--- config.mk ---
export PLATFORM = sky130hd
export DESIGN_NAME = uart_rx_fifo
export DESIGN_NICKNAME = d
export VERILOG_FILES = /design/src/rtl/uart_rx_fifo.sv
export SDC_FILE = /design/constraint.sdc
export NUM_CORES = 1
export LEC_CHECK = 0
export ABC_AREA = 0
export BUFFER_PORTS_ARGS = -buffer_cell sky130_fd_sc_hd__buf_2
export CAP_MARGIN = 20
export CELL_PAD_IN_SITES_DETAIL_PLACEMENT = 1
export CELL_PAD_IN_SITES_GLOBAL_PLACEMENT = 1
export CORE_UTILIZATION = 57
export CTS_CLUSTER_SIZE = 10
export DETAILED_ROUTE_END_ITERATION = 10
export PLACE_DENSITY = 0.83
export SLEW_MARGIN = 20
export SYNTH_ARGS = -nofsm -noshare
export SYNTH_HDL_FRONTEND = slang
export SYNTH_SLANG_ARGS = --single-unit
--- constraint.sdc ---
create_clock -name clk -period 5.1 [get_ports clk]
set_clock_uncertainty 0.2 [all_clocks]
set_input_delay 1.02 -clock clk [delete_from_list [all_inputs] [get_ports clk]]
set_output_delay 1.02 -clock clk [all_outputs]
set_load 0.1 [all_outputs]
--- src/rtl/uart_rx_fifo.sv ---
// uart_rx_fifo: oversampling UART receiver feeding a first-word-fall-through FIFO.
// Parity checking is compiled in by defining UART_PARITY_EN.
module uart_rx_fifo #(
  parameter int CLKS_PER_BIT = 434,
  parameter int DATA_BITS    = 8,
  parameter int FIFO_DEPTH   = 16,
  parameter bit PARITY_ODD   = 1'b0
) (
  input  logic                        clk,
  input  logic                        rst,
  input  logic                        serial_rx,
  output logic [DATA_BITS-1:0]        rx_data,
  output logic                        rx_valid,
  input  logic                        rx_ready,
  output logic [$clog2(FIFO_DEPTH):0] fifo_count,
  output logic                        frame_err,
  output logic                        overrun_err,
  output logic                        parity_err
);

  // state    | meaning
  // S_IDLE   | line idle, waiting for a falling edge
  // S_START  | timing to mid start bit, re-checking it is still low
  // S_DATA   | sampling data bits at mid-bit, LSB first
  // S_PARITY | sampling the parity bit (parity builds only)
  // S_STOP   | sampling the stop bit, push or flag error
  // S_BREAK  | stop bit was low, waiting for the line to return high

  localparam int HALF  = CLKS_PER_BIT / 2;
  localparam int CNT_W = $clog2(CLKS_PER_BIT);
  localparam int IDX_W = $clog2(DATA_BITS);
  localparam int AW    = $clog2(FIFO_DEPTH);

  typedef enum logic [2:0] {
    S_IDLE, S_START, S_DATA, S_PARITY, S_STOP, S_BREAK
  } state_t;

  state_t               state, next_state;
  logic                 rx_meta, rx_s;
  logic [CNT_W-1:0]     cnt;
  logic [IDX_W-1:0]     idx;
  logic [DATA_BITS-1:0] shreg;
  logic                 tc, last_bit, push, par_bad;

  logic [DATA_BITS-1:0] mem [FIFO_DEPTH];
  logic [AW-1:0]        wr_ptr, rd_ptr;
  logic                 full, pop, wr_en;

  always_ff @(posedge clk or posedge rst) begin
    if (rst) begin
      rx_meta <= 1'b1;
      rx_s    <= 1'b1;
    end else begin
      rx_meta <= serial_rx;
      rx_s    <= rx_meta;
    end
  end

  // Down-counter: terminal count marks the sample clock of the current bit.
  assign tc       = (cnt == '0);
  assign last_bit = (idx == IDX_W'(DATA_BITS-1));

  always_ff @(posedge clk or posedge rst) begin
    if (rst) state <= S_IDLE;
    else     state <= next_state;
  end

  always_comb begin
    next_state = state;
    unique case (state)
      S_IDLE:   if (!rx_s) next_state = S_START;
      S_START:  if (tc) next_state = rx_s ? S_IDLE : S_DATA;
      S_DATA:
        if (tc && last_bit) begin
`ifdef UART_PARITY_EN
          next_state = S_PARITY;
`else
          next_state = S_STOP;
`endif
        end
      S_PARITY: if (tc) next_state = S_STOP;
      S_STOP:   if (tc) next_state = rx_s ? S_IDLE : S_BREAK;
      S_BREAK:  if (rx_s) next_state = S_IDLE;
      default:  next_state = S_IDLE;
    endcase
  end

  always_comb begin
    push       = 1'b0;
    frame_err  = 1'b0;
    parity_err = 1'b0;
    if (state == S_STOP && tc) begin
      push       = rx_s && !par_bad;
      frame_err  = !rx_s;
      parity_err = par_bad;
    end
  end

  always_ff @(posedge clk or posedge rst) begin
    if (rst) begin
      cnt   <= '0;
      idx   <= '0;
      shreg <= '0;
    end else begin
      case (state)
        S_IDLE: begin
          cnt <= CNT_W'(HALF-1);
          idx <= '0;
        end
        S_BREAK: cnt <= CNT_W'(HALF-1);
        default: cnt <= tc ? CNT_W'(CLKS_PER_BIT-1) : cnt - 1'b1;
      endcase
      if (state == S_DATA && tc) begin
        shreg <= {rx_s, shreg[DATA_BITS-1:1]};
        idx   <= idx + 1'b1;
      end
    end
  end

`ifdef UART_PARITY_EN
  logic par_bit;

  always_ff @(posedge clk or posedge rst) begin
    if (rst)                         par_bit <= 1'b0;
    else if (state == S_PARITY && tc) par_bit <= rx_s;
  end

  assign par_bad = par_bit != (^shreg ^ PARITY_ODD);
`else
  logic unused_parity_odd;
  assign unused_parity_odd = PARITY_ODD;
  assign par_bad           = 1'b0;
`endif

  // A full FIFO still accepts a push when the head is popped in the same cycle.
  assign rx_valid    = (fifo_count != '0);
  assign full        = (fifo_count == (AW+1)'(FIFO_DEPTH));
  assign pop         = rx_valid && rx_ready;
  assign wr_en       = push && (!full || pop);
  assign overrun_err = push && full && !pop;
  assign rx_data     = rx_valid ? mem[rd_ptr] : '0;

  always_ff @(posedge clk) begin
    if (wr_en) mem[wr_ptr] <= shreg;
  end

  always_ff @(posedge clk or posedge rst) begin
    if (rst) begin
      wr_ptr     <= '0;
      rd_ptr     <= '0;
      fifo_count <= '0;
    end else begin
      if (wr_en) wr_ptr <= wr_ptr + 1'b1;
      if (pop)   rd_ptr <= rd_ptr + 1'b1;
      case ({wr_en, pop})
        2'b10:   fifo_count <= fifo_count + 1'b1;
        2'b01:   fifo_count <= fifo_count - 1'b1;
        default: fifo_count <= fifo_count;
      endcase
    end
  end

endmodule

==> impl_metrics.env <==
export IMPL_global_route_wire_length_before_repair_um=24000
export IMPL_timing_critical_path_slowest_stage_cell="sky130_fd_sc_hd__or4_4"
export IMPL_chipHeight_um=112
export IMPL_timing_fmax_ghz=0.249
export IMPL_postSynthCellCount=408
export IMPL_ys_top_cells_by_count="128 x sky130_fd_sc_hd__edfxtp_1, 36 x sky130_fd_sc_hd__dfrtp_1, 32 x sky130_fd_sc_hd__mux4_2, 16 x sky130_fd_sc_hd__a22oi_1"
export IMPL_tritoncts="done"
export IMPL_grt_pass1_vias=4018
export IMPL_drt_vias_per_instance=6.29
export IMPL_m1_wl_um=6320
export IMPL_synth_seq_area_share_pct=69.0
export IMPL_synth_largest_area_cell="sky130_fd_sc_hd__edfxtp_1"
export IMPL_timing_final_crit_share_pct=78.9
export IMPL_end_kind="primary output"
export IMPL_port_buffer_count=19
export IMPL_number_of_clock_sinks=166
export IMPL_asyncSetResetFlopFracSynth_pct=22.9
export IMPL_numCtsBuffers=17
export IMPL_synth_enable_flop_cells=128
export IMPL_relative_slew_margins_pct=37.0
export IMPL_clock_tree_htree_level_count=4
export IMPL_detailedRoute_firstPassIterationCount=4
export IMPL_grt_ovfl_total=0
export IMPL_grt_max_degree=39
export IMPL_worst_setup_path_type="flip-flop to primary output"
export IMPL_required_ps=3880
export IMPL_status="completed"
export IMPL_worst_path_most_repeated_cell="sky130_fd_sc_hd__or4_4"
export IMPL_power_leakage_nw=3.08
export IMPL_clkTransAtPathRegs_ps=70
export IMPL_final_nets=450
export IMPL_postSynthRegisterBits=166
export IMPL_worst_path_buf_inv=1
export IMPL_antenna_diode_count=0
export IMPL_area_share_of_the_largest_cell_type_after_synthesis_pct=55.3
export IMPL_post_cts_setup_buffer_count=0
export IMPL_fp_dieArea_mm2=0.0126
export IMPL_post_cts_resized_instances=0
export IMPL_start_util_pct=59.6
export IMPL_via_count_of_the_routed_design=3703
export IMPL_rows=39
export IMPL_synth_top_cells_by_area="sky130_fd_sc_hd__edfxtp_1 55%, sky130_fd_sc_hd__dfrtp_1 13%, sky130_fd_sc_hd__mux4_2 10%"
export IMPL_postCtsHoldBufs=0
export IMPL_stdcell_count=589
export IMPL_io_pin_count=21
export IMPL_critical_path_start_type="flip-flop"
export IMPL_hold_path_class="flip-flop to flip-flop"
export IMPL_core_mm2=0.0117
export IMPL_layout_setup_ws_ps=1080
export IMPL_synth_most_common_cell="sky130_fd_sc_hd__edfxtp_1"
export IMPL_final_hold_viol_count=0
export IMPL_dp_final_hpwl_um=9900
export IMPL_synth_cell_type_count=54
export IMPL_post_syn_area_mm2=0.00696
export IMPL_period_minus_slack_ps=4020
export IMPL_wl_met2_um=7980
export IMPL_placer_s_final_routability_congestion_estimate=0.756
export IMPL_grt_use_total_pct=26.8
export IMPL_critPathMaxStageDelay_ps=650
export IMPL_fp_dieW_um=112
export IMPL_dpl_worst_slack_ps=1500
export IMPL_pwr_density_cell_mw_per_mm2=447
export IMPL_detail_route_wl_per_cell_um=26.3
export IMPL_worstMarginPinSlew_ps=941
export IMPL_antenna_found_initial=0
export IMPL_p_r_area_growth_vs_syn_pct=11.9
export IMPL_rsz_0062_raised_after_global_routing="false"
export IMPL_worst_skew_pair_late_latency_ps=430
export IMPL_path_max_fanout=9
export IMPL_drive_gt1_share_pct=25.1
export IMPL_cp_cell_sequence="or4_4, or4_4, nor3_1, buf_2"
export IMPL_arrival_ps=2800
export IMPL_met3_wirelength_um=881
export IMPL_placed_cells_incl_taps=557
export IMPL_yosys_most_used_dff="sky130_fd_sc_hd__edfxtp_1"
export IMPL_clk_root_buffer_cell="sky130_fd_sc_hd__clkbuf_16"
export IMPL_count_of_unresolved_drc_violations_after_routing=0
export IMPL_synth_warning_count=0
export IMPL_setup_violations=0
export IMPL_ant_nets=0
export IMPL_first_iter_violations=297
export IMPL_maxSlewViolCount=0
export IMPL_wl_um=15500
export IMPL_syn_avg_cell_area_um2=17.0
export IMPL_worst_ir_drop_vdd_v=0.000374
export IMPL_final_setup_tns_ps=0
export IMPL_syn_num_nets=425
export IMPL_timing_critical_path_max_delay_family="simple AND/OR/NAND/NOR gates"
export IMPL_drv_cap=0
export IMPL_top_signal_layer_used="met4"
export IMPL_cts_buffer_depth=2
-- final timing paths --
| path | startpoint | to | slack, ps | depth (start not counted) |
|---|---|---|---|---|
| max in group asynchronous | rst | rd_ptr[0]$_DFFE_PP0P_ | 3830 | 3 |
| worst min register to register | rx_meta$_DFF_PP1_ | rx_s$_DFF_PP1_ | 160 | 0 |
| worst min-delay path | rx_meta$_DFF_PP1_ | rx_s$_DFF_PP1_ | 160 | 0 |
| worst max-delay path | cnt[3]$_DFF_PP0_ | frame_err | 1080 | 4 |
| min in group asynchronous | rst | cnt[7]$_DFF_PP0_ | 500 | 3 |
| worst max register to register | cnt[1]$_DFF_PP0_ | fifo_count[4]$_DFFE_PP0P_ | 1930 | 11 |
-- flip-flops by register name, indices dropped and copies added, names as in the netlist --
| signal | flops |
|---|---|
| mem | 128 |
| cnt | 9 |
| shreg | 8 |
| fifo_count | 5 |
| rd_ptr | 4 |
| wr_ptr | 4 |
| idx | 3 |
| state | 3 |
| rx_meta | 1 |
| rx_s | 1 |
-- report_power, final --
group          total (mW)  switching [mW]  internal (mW)
Sequential           1.62           0.142           1.48
Combinational       0.574           0.355          0.220
Clock                1.28           0.546          0.735
-- cell families after synthesis --
| kind of cell | count (synthesis) | share of synthesized area (%) |
|---|---|---|
| compound gates | 51 | 4.79 |
| xor+xnor | 14 | 1.76 |
| fa+ha+maj | 13 | 2.45 |
| buf+inv | 36 | 2.23 |
| flops | 166 | 69.0 |
| mux | 44 | 12.4 |
| other cells | 1 | 0.0539 |
| simple gates | 83 | 7.38 |
-- metrics by stage --
step                area, µm²  total power, mW  hold slack, ps  utilization [%]
CTS                      7790             3.50             159             66.8
finish                   7790             3.48             157             66.8
global route             7790             3.59             160             66.8
detailed placement       7190             2.23             150             61.7
floorplan                6960             2.10             145                -
global placement         7190             2.20             147             61.7
-- cells in the final DEF (no fill, tap or decap), types with 3 or more instances in the layout --
| cell | Yosys | layout |
|---|---|---|
| sky130_fd_sc_hd__buf_2 | 4 | 19 |
| sky130_fd_sc_hd__and2_1 | 9 | 9 |
| sky130_fd_sc_hd__nor2b_1 | 3 | 3 |
| sky130_fd_sc_hd__inv_6 | 0 | 7 |
| sky130_fd_sc_hd__mux4_2 | 32 | 32 |
| sky130_fd_sc_hd__edfxtp_1 | 128 | 128 |
| sky130_fd_sc_hd__nand3_1 | 7 | 7 |
| sky130_fd_sc_hd__o21ai_1 | 4 | 4 |
| sky130_fd_sc_hd__nand2_1 | 15 | 15 |
| sky130_fd_sc_hd__ha_1 | 12 | 12 |
| sky130_fd_sc_hd__nor2_1 | 12 | 12 |
| sky130_fd_sc_hd__a21oi_1 | 15 | 15 |
| sky130_fd_sc_hd__or4_4 | 3 | 3 |
| sky130_fd_sc_hd__o21ai_0 | 8 | 8 |
| sky130_fd_sc_hd__inv_1 | 15 | 15 |
| sky130_fd_sc_hd__nor4_1 | 4 | 4 |
| sky130_fd_sc_hd__dfrtp_1 | 36 | 34 |
| sky130_fd_sc_hd__xnor2_1 | 12 | 12 |
| sky130_fd_sc_hd__nand2b_1 | 4 | 4 |
| sky130_fd_sc_hd__a22oi_1 | 16 | 16 |
| sky130_fd_sc_hd__or3_1 | 4 | 4 |
| sky130_fd_sc_hd__mux2_1 | 8 | 8 |
| sky130_fd_sc_hd__clkbuf_16 | 0 | 17 |
| sky130_fd_sc_hd__buf_4 | 2 | 7 |
| sky130_fd_sc_hd__nor3_1 | 4 | 3 |
-- layout make-up --
| type | count | area, µm² |
|---|---|---|
| well taps | 143 | 179 |
| multi-input cells | 206 | 2010 |
| fillers | 1014 | 3880 |
| inverters | 16 | 60.1 |
| flip-flops and latches | 166 | 4800 |
| clock inverters | 14 | 163 |
| clock buffers | 18 | 429 |
| repair buffers | 26 | 148 |
-- per-layer routing --
metal	vias up	global-route usage [%]
met4	0	11.0
li1	1631	-
met1	1938	35.1
met3	31	5.83
met5	-	0
met2	103	44.2
No activity file was read; power rests on OpenSTA's default activity.
